[config.mk]
export PLATFORM = sky130hd
export DESIGN_NAME = seq_tx
export DESIGN_NICKNAME = d
export VERILOG_FILES = /design/src/rtl/seq_tx.sv
export SDC_FILE = /design/constraint.sdc
export NUM_CORES = 1
export LEC_CHECK = 0
export CAP_MARGIN = 40
export CORE_ASPECT_RATIO = 1.25
export CORE_MARGIN = 4
export CORE_UTILIZATION = 45
export CTS_BUF_LIST = sky130_fd_sc_hd__clkbuf_8
export DETAILED_ROUTE_END_ITERATION = 7
export PLACE_DENSITY = 0.78
export SKIP_CTS_REPAIR_TIMING = 1
export SLEW_MARGIN = 20
export SYNTH_ARGS = -nofsm -noshare
export SYNTH_HDL_FRONTEND = slang
export SYNTH_SLANG_ARGS = --single-unit
[constraint.sdc]
create_clock -name clk -period 1.69 [get_ports clk]
set_input_delay 0.507 -clock clk [delete_from_list [all_inputs] [get_ports clk]]
set_output_delay 0.507 -clock clk [all_outputs]
set_load 0.05 [all_outputs]
[src/rtl/seq_tx.sv]
// seq_tx: LSB-first serial pattern transmitter with
// optional frame repeat and idle gap between frames.
module seq_tx #(
  parameter int   WIDTH    = 8,
  parameter int   RPT_W    = 4,
  parameter int   GAP_LEN  = 2,
  parameter logic IDLE_BIT = 1'b1
) (
  input  logic             clk,
  input  logic             rst_n,
  input  logic             load,
  input  logic [WIDTH-1:0] pat_in,
  input  logic             start,
  input  logic [RPT_W-1:0] rpt,
  input  logic             abort,
  output logic             dout,
  output logic             dvalid,
  output logic             frame_start,
  output logic             busy,
  output logic             done
);

  localparam int CW = $clog2(WIDTH);
  localparam int GW = (GAP_LEN > 1) ? $clog2(GAP_LEN) : 1;
  localparam logic [CW-1:0] LAST  = CW'(WIDTH - 1);
  localparam logic [GW-1:0] GLAST =
    GW'((GAP_LEN > 0) ? GAP_LEN - 1 : 0);

  typedef enum logic [1:0] {
    S_IDLE,
    S_SEND,
    S_GAP
  } state_t;

  state_t           state, state_n;
  logic [WIDTH-1:0] pattern, pattern_n;
  logic [WIDTH-1:0] shreg, shreg_n;
  logic [CW-1:0]    bit_cnt, bit_cnt_n;
  logic [RPT_W-1:0] rpt_cnt, rpt_cnt_n;
  logic [GW-1:0]    gap_cnt, gap_cnt_n;
  logic             dout_n, dvalid_n, fs_n;
  logic             busy_n, done_n;
  logic             emit, emit_first;
  logic [WIDTH-1:0] src;

  // State and registered outputs
  always_ff @(posedge clk) begin
    if (!rst_n) begin
      state       <= S_IDLE;
      pattern     <= '0;
      shreg       <= '0;
      bit_cnt     <= '0;
      rpt_cnt     <= '0;
      gap_cnt     <= '0;
      dout        <= IDLE_BIT;
      dvalid      <= 1'b0;
      frame_start <= 1'b0;
      busy        <= 1'b0;
      done        <= 1'b0;
    end else begin
      state       <= state_n;
      pattern     <= pattern_n;
      shreg       <= shreg_n;
      bit_cnt     <= bit_cnt_n;
      rpt_cnt     <= rpt_cnt_n;
      gap_cnt     <= gap_cnt_n;
      dout        <= dout_n;
      dvalid      <= dvalid_n;
      frame_start <= fs_n;
      busy        <= busy_n;
      done        <= done_n;
    end
  end

  // Next state; shreg rotates right so shreg[0] is the next bit
  always_comb begin
    state_n    = state;
    pattern_n  = pattern;
    shreg_n    = shreg;
    bit_cnt_n  = bit_cnt;
    rpt_cnt_n  = rpt_cnt;
    gap_cnt_n  = gap_cnt;
    dout_n     = IDLE_BIT;
    dvalid_n   = 1'b0;
    fs_n       = 1'b0;
    busy_n     = 1'b0;
    done_n     = 1'b0;
    emit       = 1'b0;
    emit_first = 1'b0;
    src        = load ? pat_in : pattern;

    unique case (state)
      S_IDLE: begin
        if (load) pattern_n = pat_in;
        if (start && !abort) begin
          shreg_n   = {src[0], src[WIDTH-1:1]};
          dout_n    = src[0];
          dvalid_n  = 1'b1;
          fs_n      = 1'b1;
          busy_n    = 1'b1;
          bit_cnt_n = '0;
          rpt_cnt_n = rpt;
          state_n   = S_SEND;
        end
      end
      S_SEND: begin
        if (abort) begin
          state_n = S_IDLE;
        end else if (bit_cnt == LAST) begin
          if (rpt_cnt == '0) begin
            state_n = S_IDLE;
            done_n  = 1'b1;
          end else begin
            rpt_cnt_n = rpt_cnt - RPT_W'(1);
            if (GAP_LEN == 0) begin
              emit       = 1'b1;
              emit_first = 1'b1;
            end else begin
              state_n   = S_GAP;
              gap_cnt_n = '0;
              busy_n    = 1'b1;
            end
          end
        end else begin
          emit = 1'b1;
        end
      end
      S_GAP: begin
        if (abort) begin
          state_n = S_IDLE;
        end else if (gap_cnt == GLAST) begin
          state_n    = S_SEND;
          emit       = 1'b1;
          emit_first = 1'b1;
        end else begin
          gap_cnt_n = gap_cnt + GW'(1);
          busy_n    = 1'b1;
        end
      end
      default: state_n = S_IDLE;
    endcase

    if (emit) begin
      dout_n    = shreg[0];
      shreg_n   = {shreg[0], shreg[WIDTH-1:1]};
      dvalid_n  = 1'b1;
      busy_n    = 1'b1;
      fs_n      = emit_first;
      bit_cnt_n = emit_first ? '0 : bit_cnt + CW'(1);
    end
  end

endmodule

==> impl_metrics.env, run 1 <==
export IMPL_synth_warnings=0
export IMPL_die_width_um=60.9
export IMPL_ctsHtreeMaxLevel=2
export IMPL_clk_root_buffer_cell="sky130_fd_sc_hd__clkbuf_8"
export IMPL_number_of_pins_with_negative_max_slew_slack_in_the_final_report=0
export IMPL_placementRows=23
export IMPL_vias=1443
export IMPL_tritoncts_num_buffers=5
export IMPL_tritoncts="built"
export IMPL_rsz0062_at_grt="true"
export IMPL_final_setup_worst_slack_ps=-13.5
export IMPL_timing_critical_path_arrival_ps=1880
export IMPL_via_count_of_the_first_global_routing_pass=1355
export IMPL_yosysSeqAreaShare_pct=39.4
export IMPL_violations="setup timing"
export IMPL_fin_nets=250
export IMPL_clkLatencyLatePin_ps=280
export IMPL_initial_utilization_pct=48.0
export IMPL_utilization_pct=68.9
export IMPL_fp_dieArea_um2=4520
export IMPL_netlist_area_um2=1580
export IMPL_leakagePower_nw=1.01
export IMPL_p_int_w=0.00177
export IMPL_cts_sink_count=31
export IMPL_max_clock_path_buffers=2
export IMPL_worst_setup_path_end_kind="flop"
export IMPL_pwr_share_clk_pct=29.7
export IMPL_gr_total_overflow=0
export IMPL_layout_area_overhead_vs_synth_pct=43.4
export IMPL_holdCritPathClass="reg2reg"
export IMPL_power_frac_seq_pct=35.7
export IMPL_die_height_um=74.2
export IMPL_worst_path_max_fanout=7
export IMPL_report_final_setup_viol=1
export IMPL_route_antenna_remaining_nets=0
export IMPL_hold_fails_final_rpt=0
export IMPL_grt_pass1_wl_um=5800
export IMPL_tightest_slew_ps=407
export IMPL_port_buffers=21
export IMPL_dr_first_iter_drc_count=64
export IMPL_drc_errors=0
export IMPL_critical_path_class="reg2reg"
export IMPL_route_detailed_vias_per_inst=5.47
export IMPL_floorplan_io_pins=22
export IMPL_timing_fmax_ghz=0.587
export IMPL_timing_max_slew_rel_slack_pct=72.8
export IMPL_vdd_drop_max_mv=0.776
export IMPL_power_frac_comb_pct=34.7
export IMPL_syn_mean_instance_area_um2=8.61
export IMPL_gpl_final_weighted_congestion=0.957
export IMPL_grt_antenna_before_repair=0
export IMPL_dpl_hpwl_um=2560
export IMPL_status="finished, violations left"
export IMPL_finalCritPeriodShare_pct=101
export IMPL_floorplan_core_area_um2=3280
export IMPL_p_switching_w=0.000781
export IMPL_cell_count_after_synthesis=183
export IMPL_cap_violations=0
export IMPL_cts_clk_slew_worst_paths_ps=70
export IMPL_worst_clock_skew_ps=2.64
export IMPL_synth_lib_cells_used_distinct=38
export IMPL_drt_total_wl_um=3730
export IMPL_worst_endpoint_required_time_ps=1870
export IMPL_detail_route_wl_per_cell_um=14.1
export IMPL_worstSetupStartpointType="flop"
export IMPL_drive_above_1_share_pct=25.6
export IMPL_grt_max_degree=18
export IMPL_ys_ff_latch=31
export IMPL_insertedDiodeCount=0
export IMPL_power_switching_share_pct=30.6
export IMPL_layout_min_cycle_time_ps=1700
export IMPL_track_usage_pct=17.2
export IMPL_firstDrtPassIters=4
export IMPL_timing_hold_ws_ps=478
export IMPL_postSynthNetCount=207
export IMPL_n_fill_cell=274
export IMPL_power_per_cell_area_nw_per_um2=1130
==> synth_stat cells <==
cell type | number | area (um^2)
sky130_fd_sc_hd__buf_2 | 4 | 20.0
sky130_fd_sc_hd__clkbuf_1 | 4 | 15.0
sky130_fd_sc_hd__dfxtp_1 | 31 | 621
sky130_fd_sc_hd__o22ai_1 | 10 | 62.6
sky130_fd_sc_hd__a21oi_1 | 9 | 45.0
sky130_fd_sc_hd__nand2_1 | 28 | 105
sky130_fd_sc_hd__ha_1 | 7 | 87.6
sky130_fd_sc_hd__xnor2_1 | 1 | 8.76
sky130_fd_sc_hd__and3_1 | 4 | 25.0
sky130_fd_sc_hd__nand4_1 | 2 | 12.5
sky130_fd_sc_hd__nor3_1 | 1 | 5.00
sky130_fd_sc_hd__a211oi_2 | 1 | 12.5
sky130_fd_sc_hd__mux2_2 | 1 | 11.3
sky130_fd_sc_hd__a41o_1 | 1 | 10.0
sky130_fd_sc_hd__mux2i_1 | 11 | 110
sky130_fd_sc_hd__o2111ai_1 | 2 | 17.5
sky130_fd_sc_hd__nand2b_1 | 2 | 12.5
sky130_fd_sc_hd__o211ai_1 | 1 | 7.51
sky130_fd_sc_hd__nand3b_1 | 2 | 15.0
sky130_fd_sc_hd__buf_4 | 1 | 7.51
sky130_fd_sc_hd__or3b_1 | 1 | 8.76
sky130_fd_sc_hd__a32oi_1 | 2 | 17.5
sky130_fd_sc_hd__o211a_1 | 7 | 70.1
sky130_fd_sc_hd__nand4bb_1 | 1 | 11.3
sky130_fd_sc_hd__and2_1 | 3 | 18.8
sky130_fd_sc_hd__a31o_2 | 1 | 8.76
sky130_fd_sc_hd__o21a_1 | 1 | 7.51
sky130_fd_sc_hd__nor2b_1 | 6 | 37.5
sky130_fd_sc_hd__a311oi_1 | 1 | 8.76
sky130_fd_sc_hd__a211o_1 | 1 | 8.76
sky130_fd_sc_hd__buf_1 | 2 | 7.51
sky130_fd_sc_hd__a21boi_0 | 2 | 15.0
sky130_fd_sc_hd__nor2_1 | 12 | 45.0
sky130_fd_sc_hd__inv_1 | 8 | 30.0
sky130_fd_sc_hd__o21ai_0 | 6 | 30.0
sky130_fd_sc_hd__and3b_1 | 1 | 8.76
sky130_fd_sc_hd__nor3b_1 | 2 | 15.0
sky130_fd_sc_hd__nand3_1 | 3 | 15.0
==> path summary, 6_finish.rpt <==
path                                            start                 endpoint  slack (ps)  depth (start not counted)
worst max register to register  state[0]$_SDFFE_PN0P_  bit_cnt[2]$_SDFFE_PN0P_         -10                          7
worst max-delay path            state[0]$_SDFFE_PN0P_  bit_cnt[2]$_SDFFE_PN0P_         -10                          7
worst min-delay path            shreg[5]$_SDFFE_PN0P_    shreg[4]$_SDFFE_PN0P_         480                          2
worst min register to register  shreg[5]$_SDFFE_PN0P_    shreg[4]$_SDFFE_PN0P_         480                          2
==> layer usage <==
metal,vias up,wire (um),track usage (%)
met5,-,0,0
met4,0,80,8.92
met3,10,178,4.34
met2,29,1840,29.3
met1,666,1630,19.6
li1,738,-,-
==> cell families (layout without fill, tap and decap cells) <==
logic type | Yosys count | count (layout) | share of synthesized area, %
flip-flops | 31 | 31 | 39.4
buffers and inverters | 19 | 63 | 5.08
adder cells (fa/ha/maj) | 7 | 7 | 5.56
multiplexers | 12 | 12 | 7.70
AO/OA/AOI/OAI | 45 | 45 | 20.4
AND/OR/NAND/NOR | 68 | 68 | 21.3
XOR/XNOR | 1 | 1 | 0.556
==> per-stage QoR <==
stage | total power, W | worst slack (ps) | cells | setup TNS, ps | cell area, um^2
finish | 0.00255 | -13.5 | 264 | -13.5 | 2260
global route | 0.00271 | -60.0 | 264 | -209 | 2260
CTS | 0.00248 | -112 | 261 | -1070 | 2150
detailed placement | 0.00171 | -296 | 253 | -4790 | 2030
global placement | 0.00169 | -264 | 253 | -4380 | 2030
floorplan | 0.00140 | 12.6 | 183 | 0 | 1580
==> registers in the layout, indices dropped and copies added (netlist names), 2 cells and up <==
signal	flops
bit_cnt	3
pattern	8
state	2
shreg	8
rpt_cnt	4
==> area by class of cell <==
class / instances / area (um^2) / share of cell area (%)
Clock inverter: 2 / 35.0 / 1.55
Sequential cell: 31 / 628 / 27.8
Multi-Input combinational cell: 133 / 955 / 42.2
Timing Repair Buffer: 47 / 483 / 21.4
Clock buffer: 6 / 82.6 / 3.65
Tap cell: 37 / 46.3 / 2.05
Inverter: 8 / 30.0 / 1.33
==> power by group through the flow <==
stage / sequential (W) / clock [W] / combinational [W]
after floorplan: 0.000928 / 0 / 0.000468
after global placement: 0.000908 / 0 / 0.000777
after detailed placement: 0.000915 / 0 / 0.000791
after CTS: 0.000898 / 0.000783 / 0.000794
after global routing: 0.000920 / 0.000818 / 0.000969
final: 0.000910 / 0.000757 / 0.000884
==> placed cells by master (no fill, tap or decap), types with 7 or more instances in the layout <==
| cell type | netlist | routed |
|---|---|---|
| sky130_fd_sc_hd__buf_12 | 0 | 7 |
| sky130_fd_sc_hd__a21oi_1 | 9 | 9 |
| sky130_fd_sc_hd__nor2_1 | 12 | 12 |
| sky130_fd_sc_hd__o211a_1 | 7 | 7 |
| sky130_fd_sc_hd__buf_4 | 1 | 24 |
| sky130_fd_sc_hd__clkdlybuf4s50_1 | 0 | 15 |
| sky130_fd_sc_hd__mux2i_1 | 11 | 11 |
| sky130_fd_sc_hd__nand2_1 | 28 | 27 |
| sky130_fd_sc_hd__inv_1 | 8 | 7 |
| sky130_fd_sc_hd__o22ai_1 | 10 | 10 |
| sky130_fd_sc_hd__dfxtp_1 | 31 | 27 |
==> critical path, stage by stage, from the launching register on <==
cell	delay, ps
sky130_fd_sc_hd__dfxtp_4	370
sky130_fd_sc_hd__inv_1	60
sky130_fd_sc_hd__ha_2	340
sky130_fd_sc_hd__inv_1	50
sky130_fd_sc_hd__a211o_4	340
sky130_fd_sc_hd__buf_4	160
sky130_fd_sc_hd__a32oi_2	190
sky130_fd_sc_hd__nor2b_1	70
Power figures use the tool's default switching activity.
==> run 2: changes to the inputs <==
--- a/config.mk
+++ b/config.mk
@@ -8,11 +8,10 @@
 export CAP_MARGIN = 40
 export CORE_ASPECT_RATIO = 1.25
 export CORE_MARGIN = 4
-export CORE_UTILIZATION = 45
+export CORE_UTILIZATION = 50
 export CTS_BUF_LIST = sky130_fd_sc_hd__clkbuf_8
 export DETAILED_ROUTE_END_ITERATION = 7
-export PLACE_DENSITY = 0.78
-export SKIP_CTS_REPAIR_TIMING = 1
+export PLACE_DENSITY = 0.85
 export SLEW_MARGIN = 20
 export SYNTH_ARGS = -nofsm -noshare
 export SYNTH_HDL_FRONTEND = slang
==> constraint.sdc (replaced) <==
create_clock -name clk -period 1.69 [get_ports clk]
set_input_delay 0.507 -clock clk [delete_from_list [all_inputs] [get_ports clk]]
set_output_delay 0.507 -clock clk [all_outputs]
set_load 0.02 [all_outputs]
==> run 2 against run 1 <==
  * The run now ends clean
  * Routed wire length down 2.5%
  * Setup slack better by 95 ps
  * Largest power group unchanged
  * Highest routed layer unchanged
  * Sequential power about the same
==> impl_metrics.env, run 2 (synthesis results as in run 1) <==
export IMPL_dr_first_iter_drc_count=37
export IMPL_insertedDiodeCount=0
export IMPL_timing_max_slew_rel_slack_pct=75.6
export IMPL_hold_depth=2
export IMPL_critical_path_class="reg2reg"
export IMPL_ff2ff_path_depth=6
export IMPL_fp_dieArea_um2=4120
export IMPL_gpl_final_weighted_congestion=0.822
export IMPL_cts_sink_count=31
export IMPL_vias=1443
export IMPL_clkLatencyLatePin_ps=280
export IMPL_firstDrtPassIters=4
export IMPL_worstHoldStart="shreg[2]$_SDFFE_PN0P_"
export IMPL_worstSetupStartpointType="flop"
export IMPL_clk_root_buffer_cell="sky130_fd_sc_hd__clkbuf_8"
export IMPL_detail_route_wl_per_cell_um=14.1
export IMPL_worst_clock_skew_ps=5.97
export IMPL_worst_endpoint_required_time_ps=1850
export IMPL_ctsHtreeMaxLevel=2
export IMPL_vdd_drop_max_mv=0.797
export IMPL_placementRows=22
export IMPL_largestRegisters="pattern (8), shreg (8), rpt_cnt (4)"
export IMPL_floorplan_core_area_um2=2970
export IMPL_report_final_setup_viol=0
export IMPL_worst_path_max_fanout=6
export IMPL_max_clock_path_buffers=2
export IMPL_layout_min_cycle_time_ps=1610
export IMPL_post_layout_nonfiller_instances=258
export IMPL_critPathTopFamily="compound AO/OA/AOI/OAI gates"
export IMPL_worst_setup_path_end_kind="flop"
export IMPL_place_area_um2=1970
export IMPL_via_count_of_the_first_global_routing_pass=1447
export IMPL_timing_critical_path_buf_inv=0
export IMPL_finalCritPeriodShare_pct=95.2
export IMPL_fin_setup_tns_ps=0
export IMPL_drt_total_wl_um=3640
export IMPL_n_fill_cell=232
export IMPL_cap_violations=0
export IMPL_cts_hold_repair_buffers=0
export IMPL_initial_utilization_pct=53.0
export IMPL_cts_clk_slew_worst_paths_ps=60
export IMPL_regToRegStartpoint="bit_cnt[1]$_SDFFE_PN0P_"
export IMPL_die_height_um=70.8
export IMPL_critical_path_reg2reg_endpoint="bit_cnt[0]$_SDFFE_PN0P_"
export IMPL_hold_fails_final_rpt=0
export IMPL_grt_max_degree=16
export IMPL_grt_pass1_wl_um=6310
export IMPL_die_width_um=58.2
export IMPL_post_cts_repair_setup_buffers=0
export IMPL_slowest_stage="sky130_fd_sc_hd__a211o_4"
export IMPL_rrSetupSlack_ps=80
export IMPL_holdCritPathClass="reg2reg"
export IMPL_critPathLaunch="bit_cnt[1]$_SDFFE_PN0P_"
export IMPL_route_antenna_remaining_nets=0
export IMPL_layout_area_seq_um2=628
export IMPL_path_common_cell="sky130_fd_sc_hd__ha_4"
export IMPL_layout_area_overhead_vs_synth_pct=37.2
export IMPL_tritoncts="built"
export IMPL_floorplan_io_pins=22
export IMPL_timing_fmax_ghz=0.622
export IMPL_placed_cells_incl_taps=251
export IMPL_max_stage_delay_ps=360
export IMPL_final_cell_mix="sky130_fd_sc_hd__nand2_1 (27), sky130_fd_sc_hd__dfxtp_1 (27), sky130_fd_sc_hd__buf_4 (19)"
export IMPL_number_of_pins_with_negative_max_slew_slack_in_the_final_report=0
export IMPL_worstSetupPathDepth=6
export IMPL_timing_critical_path_arrival_ps=1770
export IMPL_status="completed"
export IMPL_drc_errors=0
export IMPL_crit_path_cell_trace="ha_4, ha_4, nand2b_4, a211o_4, and3_1, o21a_1"
export IMPL_gr_total_overflow=0
export IMPL_tritoncts_num_buffers=5
export IMPL_port_buffers=21
export IMPL_track_usage_pct=19.6
export IMPL_layout_cell_area_non_filler_um2=2160
export IMPL_min_to="shreg[1]$_SDFFE_PN0P_"
export IMPL_utilization_pct=72.7
export IMPL_fin_nets=246
export IMPL_tightest_slew_ps=365
export IMPL_area_taken_by_multi_input_logic_gates_um2=966
export IMPL_dpl_hpwl_um=2750
export IMPL_leakagePower_nw=0.975
export IMPL_drive_above_1_share_pct=22.1
export IMPL_power_per_cell_area_nw_per_um2=1060
export IMPL_route_detailed_vias_per_inst=5.59
export IMPL_grt_antenna_before_repair=0
-- run 2: cell type report --
type	count	share of cell area (%)
Inverter	8	1.39
Clock buffer	6	3.82
Multi-Input combinational cell	133	44.7
Sequential cell	31	29.1
Timing Repair Buffer	43	18.7
Tap cell	36	2.08
Clock inverter	1	0.232
-- run 2: metal layers --
layer / up-vias / part of all wire (%) / GRT usage (%)
li1: 728 / - / -
met1: 660 / 38 / 18.9
met2: 47 / 53 / 37.1
met3: 8 / 6.2 / 6.02
met4: 0 / 2.3 / 8.76
met5: - / 0 / 0
-- run 2: what timing repair did --
| item | 4_1_cts | 5_1_grt |
|---|---|---|
| setup endpoints to repair | 17 | 22 |
| cloned | 0 | 0 |
| resized for setup | 10 | 20 |
| pin swaps | 3 | 4 |
-- run 2: worst reg2reg max path, delay by kind of cell (launching register included) --
family          cells  cell delay, ps
simple gates        2             300
flops               1             330
compound gates      2             540
fa+ha+maj           2             330
-- run 2: through the flow --
step / hold WS, ps / total power [W] / setup slack [ps]
floorplan: 446 / 0.00137 / 12.6
detailed placement: 465 / 0.00165 / -324
global route: 489 / 0.00244 / -20.5
CTS: 474 / 0.00224 / 2.99
finish: 469 / 0.00229 / 81.5
global placement: 456 / 0.00159 / -243
-- run 2: how the worst max path moves through the flow --
stage	end	slack, ps
after global routing	bit_cnt[1]$_SDFFE_PN0P_	-20
after floorplan	dout$_SDFF_PN1_	10
after global placement	state[0]$_SDFFE_PN0P_	-240
final	bit_cnt[0]$_SDFFE_PN0P_	80
after CTS	dout	3
after detailed placement	state[0]$_SDFFE_PN0P_	-320
-- run 2: power by group --
group          switching (W)  internal [W]
combinational       0.000401      0.000413
clock               0.000246      0.000318
sequential         0.0000692      0.000838
total               0.000717       0.00157
==> run 3: changes to the inputs <==
--- a/config.mk
+++ b/config.mk
@@ -11,6 +11,7 @@
 export CORE_UTILIZATION = 50
 export CTS_BUF_LIST = sky130_fd_sc_hd__clkbuf_8
 export DETAILED_ROUTE_END_ITERATION = 7
+export HOLD_SLACK_MARGIN = 0.06
 export PLACE_DENSITY = 0.85
 export SLEW_MARGIN = 20
 export SYNTH_ARGS = -nofsm -noshare
==> results of run 3 <==
Same layout as run 2: the final DEF is identical, and so are final timing and power.
